[config.mk]
export PLATFORM = sky130hd
export DESIGN_NAME = hazard_forward_unit
export DESIGN_NICKNAME = d
export VERILOG_FILES = /design/src/rtl/cpu_defs_pkg.sv /design/src/rtl/fwd_mux.sv /design/src/rtl/hazard_forward_unit.sv
export SDC_FILE = /design/constraint.sdc
export NUM_CORES = 1
export LEC_CHECK = 0
export CORE_MARGIN = 2
export CORE_UTILIZATION = 34
export CTS_BUF_LIST = sky130_fd_sc_hd__clkbuf_4 sky130_fd_sc_hd__clkbuf_8
export DETAILED_ROUTE_END_ITERATION = 6
export PLACE_DENSITY = 0.64
export SYNTH_ARGS = -nofsm -noshare
export SYNTH_HDL_FRONTEND = slang
export SYNTH_SLANG_ARGS = --single-unit
[constraint.sdc]
create_clock -name clk_i -period 3.6 [get_ports clk_i]
set_input_delay 0.9 -clock clk_i [delete_from_list [all_inputs] [get_ports clk_i]]
set_output_delay 0.9 -clock clk_i [all_outputs]
set_load 0.01 [all_outputs]
[src/rtl/cpu_defs_pkg.sv]
// Shared CPU definitions: datapath width, register-index width and the
// write-back source codes. The decoder uses the same constants.
package cpu_defs_pkg;

    localparam int XLEN  = 32;
    localparam int REG_W = 5;

    // Write-back source codes carried by wd_sel
    localparam logic [1:0] RETURN_PC  = 2'b00;
    localparam logic [1:0] ALU_RESULT = 2'b01;
    localparam logic [1:0] MEM_DATA   = 2'b10;

    // Destination tracking for an instruction in flight
    typedef struct packed {
        logic [REG_W-1:0] rd;
        logic             we;
        logic             is_load;
    } stage_t;

    // A stage hits a source operand when it writes that register, the
    // register is not x0, and the ID instruction really reads it.
    function automatic logic reg_hit(
        input logic [REG_W-1:0] stage_rd,
        input logic             stage_we,
        input logic [REG_W-1:0] rs,
        input logic             rs_used,
        input logic             id_valid
    );
        return stage_we && (stage_rd == rs) && (rs != '0) && rs_used && id_valid;
    endfunction

endpackage

[src/rtl/fwd_mux.sv]
// Per-operand forwarding: hit detection in EX, MEM and WB with EX > MEM > WB
// priority. A hit on a load still in EX cannot be forwarded; it is reported
// so the top can stall, and the select stays low.
module fwd_mux
    import cpu_defs_pkg::*;
#(
    parameter int W = XLEN
) (
    input  logic             i_id_valid,
    input  logic [REG_W-1:0] i_rs,
    input  logic             i_rs_used,
    input  logic [REG_W-1:0] i_ex_rd,
    input  logic             i_ex_we,
    input  logic             i_ex_is_load,
    input  logic [REG_W-1:0] i_mem_rd,
    input  logic             i_mem_we,
    input  logic             i_mem_is_load,
    input  logic [REG_W-1:0] i_wb_rd,
    input  logic             i_wb_we,
    input  logic [W-1:0]     i_ex_wd,
    input  logic [W-1:0]     i_mem_wd,
    input  logic [W-1:0]     i_mem_rdata,
    input  logic [W-1:0]     i_wb_wd,
    output logic             o_sel,
    output logic [W-1:0]     o_data,
    output logic             o_ex_load_hit
);

    logic w_ex_hit;
    logic w_mem_hit;
    logic w_wb_hit;

    assign w_ex_hit  = reg_hit(i_ex_rd,  i_ex_we,  i_rs, i_rs_used, i_id_valid);
    assign w_mem_hit = reg_hit(i_mem_rd, i_mem_we, i_rs, i_rs_used, i_id_valid);
    assign w_wb_hit  = reg_hit(i_wb_rd,  i_wb_we,  i_rs, i_rs_used, i_id_valid);

    // Priority select; the youngest writer wins
    always_comb begin
        o_sel         = 1'b0;
        o_data        = '0;
        o_ex_load_hit = 1'b0;
        if (w_ex_hit) begin
            if (i_ex_is_load) begin
                o_ex_load_hit = 1'b1;
            end else begin
                o_sel  = 1'b1;
                o_data = i_ex_wd;
            end
        end else if (w_mem_hit) begin
            o_sel  = 1'b1;
            o_data = i_mem_is_load ? i_mem_rdata : i_mem_wd;
        end else if (w_wb_hit) begin
            o_sel  = 1'b1;
            o_data = i_wb_wd;
        end
    end

endmodule

[src/rtl/hazard_forward_unit.sv]
// Hazard and forwarding unit beside the ID stage: tracks destinations in
// EX/MEM/WB, drives operand forwards into decode, raises a one-cycle
// load-use stall and counts stall and flush cycles.
module hazard_forward_unit #(
    parameter int XLEN = cpu_defs_pkg::XLEN
) (
    input  logic            clk_i,
    input  logic            reset_i,
    input  logic            id_valid_i,
    input  logic [4:0]      id_rs1_i,
    input  logic [4:0]      id_rs2_i,
    input  logic            id_rs1_used_i,
    input  logic            id_rs2_used_i,
    input  logic [4:0]      id_rd_i,
    input  logic            id_we_i,
    input  logic [1:0]      id_wd_sel_i,
    input  logic            flush_i,
    input  logic [XLEN-1:0] ex_wd_i,
    input  logic [XLEN-1:0] mem_wd_i,
    input  logic [XLEN-1:0] mem_rdata_i,
    input  logic [XLEN-1:0] wb_wd_i,
    output logic            fwd_sel_1_o,
    output logic            fwd_sel_2_o,
    output logic [XLEN-1:0] fwd_data_1_o,
    output logic [XLEN-1:0] fwd_data_2_o,
    output logic            stall_o,
    output logic [31:0]     stall_cnt_o,
    output logic [31:0]     flush_cnt_o
);
    import cpu_defs_pkg::*;

    stage_t           r_ex;
    stage_t           r_mem;
    logic [REG_W-1:0] r_wb_rd;
    logic             r_wb_we;
    logic [31:0]      r_stall_cnt;
    logic [31:0]      r_flush_cnt;

    logic             w_ex_load_hit_1;
    logic             w_ex_load_hit_2;
    logic             w_stall;
    logic             w_bubble;
    stage_t           w_id_stage;

    fwd_mux #(.W(XLEN)) u_fwd_rs1 (
        .i_id_valid    (id_valid_i),
        .i_rs          (id_rs1_i),
        .i_rs_used     (id_rs1_used_i),
        .i_ex_rd       (r_ex.rd),
        .i_ex_we       (r_ex.we),
        .i_ex_is_load  (r_ex.is_load),
        .i_mem_rd      (r_mem.rd),
        .i_mem_we      (r_mem.we),
        .i_mem_is_load (r_mem.is_load),
        .i_wb_rd       (r_wb_rd),
        .i_wb_we       (r_wb_we),
        .i_ex_wd       (ex_wd_i),
        .i_mem_wd      (mem_wd_i),
        .i_mem_rdata   (mem_rdata_i),
        .i_wb_wd       (wb_wd_i),
        .o_sel         (fwd_sel_1_o),
        .o_data        (fwd_data_1_o),
        .o_ex_load_hit (w_ex_load_hit_1)
    );

    fwd_mux #(.W(XLEN)) u_fwd_rs2 (
        .i_id_valid    (id_valid_i),
        .i_rs          (id_rs2_i),
        .i_rs_used     (id_rs2_used_i),
        .i_ex_rd       (r_ex.rd),
        .i_ex_we       (r_ex.we),
        .i_ex_is_load  (r_ex.is_load),
        .i_mem_rd      (r_mem.rd),
        .i_mem_we      (r_mem.we),
        .i_mem_is_load (r_mem.is_load),
        .i_wb_rd       (r_wb_rd),
        .i_wb_we       (r_wb_we),
        .i_ex_wd       (ex_wd_i),
        .i_mem_wd      (mem_wd_i),
        .i_mem_rdata   (mem_rdata_i),
        .i_wb_wd       (wb_wd_i),
        .o_sel         (fwd_sel_2_o),
        .o_data        (fwd_data_2_o),
        .o_ex_load_hit (w_ex_load_hit_2)
    );

    // A flush discards the ID instruction, so it also cancels its stall
    assign w_stall  = (w_ex_load_hit_1 | w_ex_load_hit_2) & ~flush_i;
    assign w_bubble = w_stall | flush_i;
    assign stall_o  = w_stall;

    assign w_id_stage.rd      = id_rd_i;
    assign w_id_stage.we      = id_we_i & id_valid_i;
    assign w_id_stage.is_load = (id_wd_sel_i == MEM_DATA);

    // Destination tracking; MEM and WB always advance, EX takes a bubble on stall/flush
    always_ff @(posedge clk_i or negedge reset_i) begin
        if (!reset_i) begin
            r_ex    <= '0;
            r_mem   <= '0;
            r_wb_rd <= '0;
            r_wb_we <= 1'b0;
        end else begin
            r_wb_rd <= r_mem.rd;
            r_wb_we <= r_mem.we;
            r_mem   <= r_ex;
            r_ex    <= w_bubble ? '0 : w_id_stage;
        end
    end

    // Free-running event counters, wrapping modulo 2^32
    always_ff @(posedge clk_i or negedge reset_i) begin
        if (!reset_i) begin
            r_stall_cnt <= '0;
            r_flush_cnt <= '0;
        end else begin
            if (w_stall) r_stall_cnt <= r_stall_cnt + 32'd1;
            if (flush_i) r_flush_cnt <= r_flush_cnt + 32'd1;
        end
    end

    assign stall_cnt_o = r_stall_cnt;
    assign flush_cnt_o = r_flush_cnt;

endmodule

==> flow_summary.ini <==
[grt]
track_usage_pct = 26.5
grt_start_max_net_pins = 60
grt_pass1_wl_mm = 38.3
grt_overflow = 0
first_global_vias = 6803
antenna_found_initial = 4

[sta]
worst_pin_slew_ns = 0.752
relSlewSlack_pct = 49.8
fin_ws_ns = -0.0548
finalHoldViolCount = 0
min_period_ns = 3.65
finalClockSkew_ns = 0.00945
fmax_mhz = 274
setup_viol = 14
finalCritPeriodShare_pct = 102
rsz0062_at_grt = yes
drv_slew = 0

[critical_path]
crit_arrival_ns = 2.75
r2r_cells = 11
cp_data_required_time_ns = 2.70
crit_path_end_kind = output port
worstPathMaxFanout = 7
criticalPathCategory = in -> out
critPathLaunchType = input pin

[floorplan]
die_area_sq_mm = 0.0188
die_x_microns = 137
coreArea_sq_mm = 0.0173
ios = 283
die_y_microns = 137
fp-row-count = 48
start_util_pct = 34.7

[layout]
postLayoutCellArea_sq_mm = 0.0108
layout_common_cells = clkdlybuf4s50_1, dfrtp_1, buf_4
final_cells = 1249
multi_input_area_sq_mm = 0.00424
nFillCells = 1503
layout.cells.most_common = clkdlybuf4s50_1
layout-drive-gt1-share_pct = 33.5
syn2layout_area_growth_pct = 79.7
regArea_sq_mm = 0.00210
nNetsFinal = 1166

[power_and_ir_drop]
p_per_area_mw_per_mm2 = 211
ir_drop_uv = 265
power.internal_uw = 1610
switchingPower_uw = 669
power_uw = 2280
swShare_pct = 29.4
cellLeakagePower_uw = 0.00457
combPwrFrac_pct = 24.6
seq_power_share_pct = 46.4
pwr-share-clk_pct = 29.0

[clock_network]
hold_buffers = 0
cts_buffers = 9
cts_sinks = 84
root_buffer = clkbuf_8
insertion_delay_ns = 0.36
cts_max_level = 3
clockBufferDepth = 2
cts_tree = built
clk_pin_slew_worst_paths_ns = 0.09

[synth]
syn_area_per_cell_sq_um = 9.24
synthCells = 650
async_reset_ff_share_pct = 100
synth_top_area_share_pct = 35.0
ys_seq_area_share_pct = 35.0
synthTopCellsByArea = dfrtp_1, xnor2_1, a22oi_1
synth-seq-cells = 84
synth_warnings = 0
synthesis.nets = 804
synth_flop_cell = dfrtp_1
synth_cell_types = 41
synth_edf_count = 0
syn-cell-area_sq_mm = 0.00601
synth_top_cell_by_area = dfrtp_1

[routing]
wl_per_cell_microns = 21.7
vias_per_cell = 5.58
post-route-drc-count = 0
vias = 6968
first_iter_violations = 409
first_pass_iters = 7
routed_wl_mm = 27.1
antenna_left = 0

[placed_design]
dp_slack_ns = -0.945
hpwl_mm = 18.2
routabilityCongestion = 0.966
detailed_place.area_sq_mm = 0.00965
portBuffers = 282
dp_cells = 1183

[outcome]
failed_checks = setup timing
outcome = finished with violations

[worst_hold_path]
holdPathStages = 0
hold_class = reg -> reg

[flow_run]
timing.max_cap.violations = 0
metrics by stage:
stage          TNS [ns]  hold slack, ns  util (%)
2_1_floorplan         0           0.354         -
3_3_place_gp     -50.28           0.361      55.8
3_5_place_dp     -51.58           0.362      55.8
4_1_cts          -0.130           0.402      59.4
5_1_grt           -1.52           0.424      62.4
6_report         -0.251           0.397      62.4
cell usage after synthesis (6+ instances only):
| master | number |
|---|---|
| buf_2 | 18 |
| nand3_1 | 81 |
| nand4_1 | 26 |
| mux2i_1 | 15 |
| a21oi_1 | 41 |
| xnor2_1 | 66 |
| clkbuf_1 | 27 |
| a2111oi_2 | 7 |
| and3_1 | 9 |
| o211ai_1 | 7 |
| nand2b_1 | 31 |
| o21ai_0 | 7 |
| o21a_1 | 30 |
| dfrtp_1 | 84 |
| nand2_1 | 18 |
| or4_1 | 6 |
| a22oi_1 | 60 |
| nor2_1 | 14 |
| xor2_1 | 26 |
| and4_1 | 7 |
| mux2_2 | 19 |
| nor4_1 | 6 |
worst max-delay path: stages:
cell,delay (ns)
buf_8,0.10
or4_4,0.54
o21ai_4,0.17
or4_4,0.17
buf_6,0.13
buf_12,0.15
buf_8,0.12
nand3_2,0.10
a22oi_2,0.22
buf_4,0.16
path summary, 6_finish.rpt:
check / startpoint / end / slack, ns
worst max-delay path: id_rs2_i[2] / fwd_data_2_o[12] / -0.05
worst min-delay path: r_ex[1] / r_mem[1] / 0.40
worst max register to register: r_ex[6] / stall_cnt_o[24] / 1.16
worst min register to register: r_ex[1] / r_mem[1] / 0.40
max in group asynchronous: reset_i / r_mem[2] / 2.32
min in group asynchronous: reset_i / stall_cnt_o[27] / 0.59
timing repair:
action,CTS,global route
setup endpoints to repair,67,66
pin swaps,34,46
buffers inserted,29,4
gates resized for setup,402,96
cloned,11,4
hold endpoints to repair,0,0
area by class of cell:
| cell class | count | area share [%] |
|---|---|---|
| clock buffers | 9 | 1.15 |
| inverters | 4 | 0.139 |
| multi-input cells | 513 | 39.3 |
| repair buffers | 400 | 36.4 |
| diodes | 7 | 0.162 |
| clock inverters | 7 | 0.695 |
| flip-flops and latches | 84 | 19.5 |
| well taps | 225 | 2.61 |
power by group through the flow:
| stage | Combinational, uW | Clock, uW | Sequential, uW |
|---|---|---|---|
| final | 561 | 659 | 1060 |
| after global routing | 594 | 716 | 1070 |
| after CTS | 539 | 684 | 1060 |
| after detailed placement | 521 | 0 | 1070 |
| after global placement | 515 | 0 | 1070 |
| after floorplan | 161 | 0 | 1080 |
flip-flops by register name, indices dropped and copies added, names as in the netlist:
register	count
flush_cnt_o	32
r_ex	7
r_mem	7
r_wb_rd	5
r_wb_we	1
stall_cnt_o	32
logic make-up after synthesis:
family / count (synthesis) / share of synthesized area (%)
DFF: 84 / 35.0
and+or+nand+nor: 219 / 20.8
buffers and inverters: 53 / 4.12
muxes: 34 / 6.06
adders and majority gates: 2 / 0.416
AOI/OAI and AO/OA: 166 / 20.2
xor gates and xnor gates: 92 / 13.4
metal layers:
layer  global-route usage, %  share of wire, %  vias to the layer above
met5                       0                 0                        -
met2                    44.6                48                      375
li1                        -                 -                     3167
met3                    5.67               8.1                       90
met4                    13.4               5.2                        0
met1                    31.8                39                     3336
(Power assumes the default switching activity.)
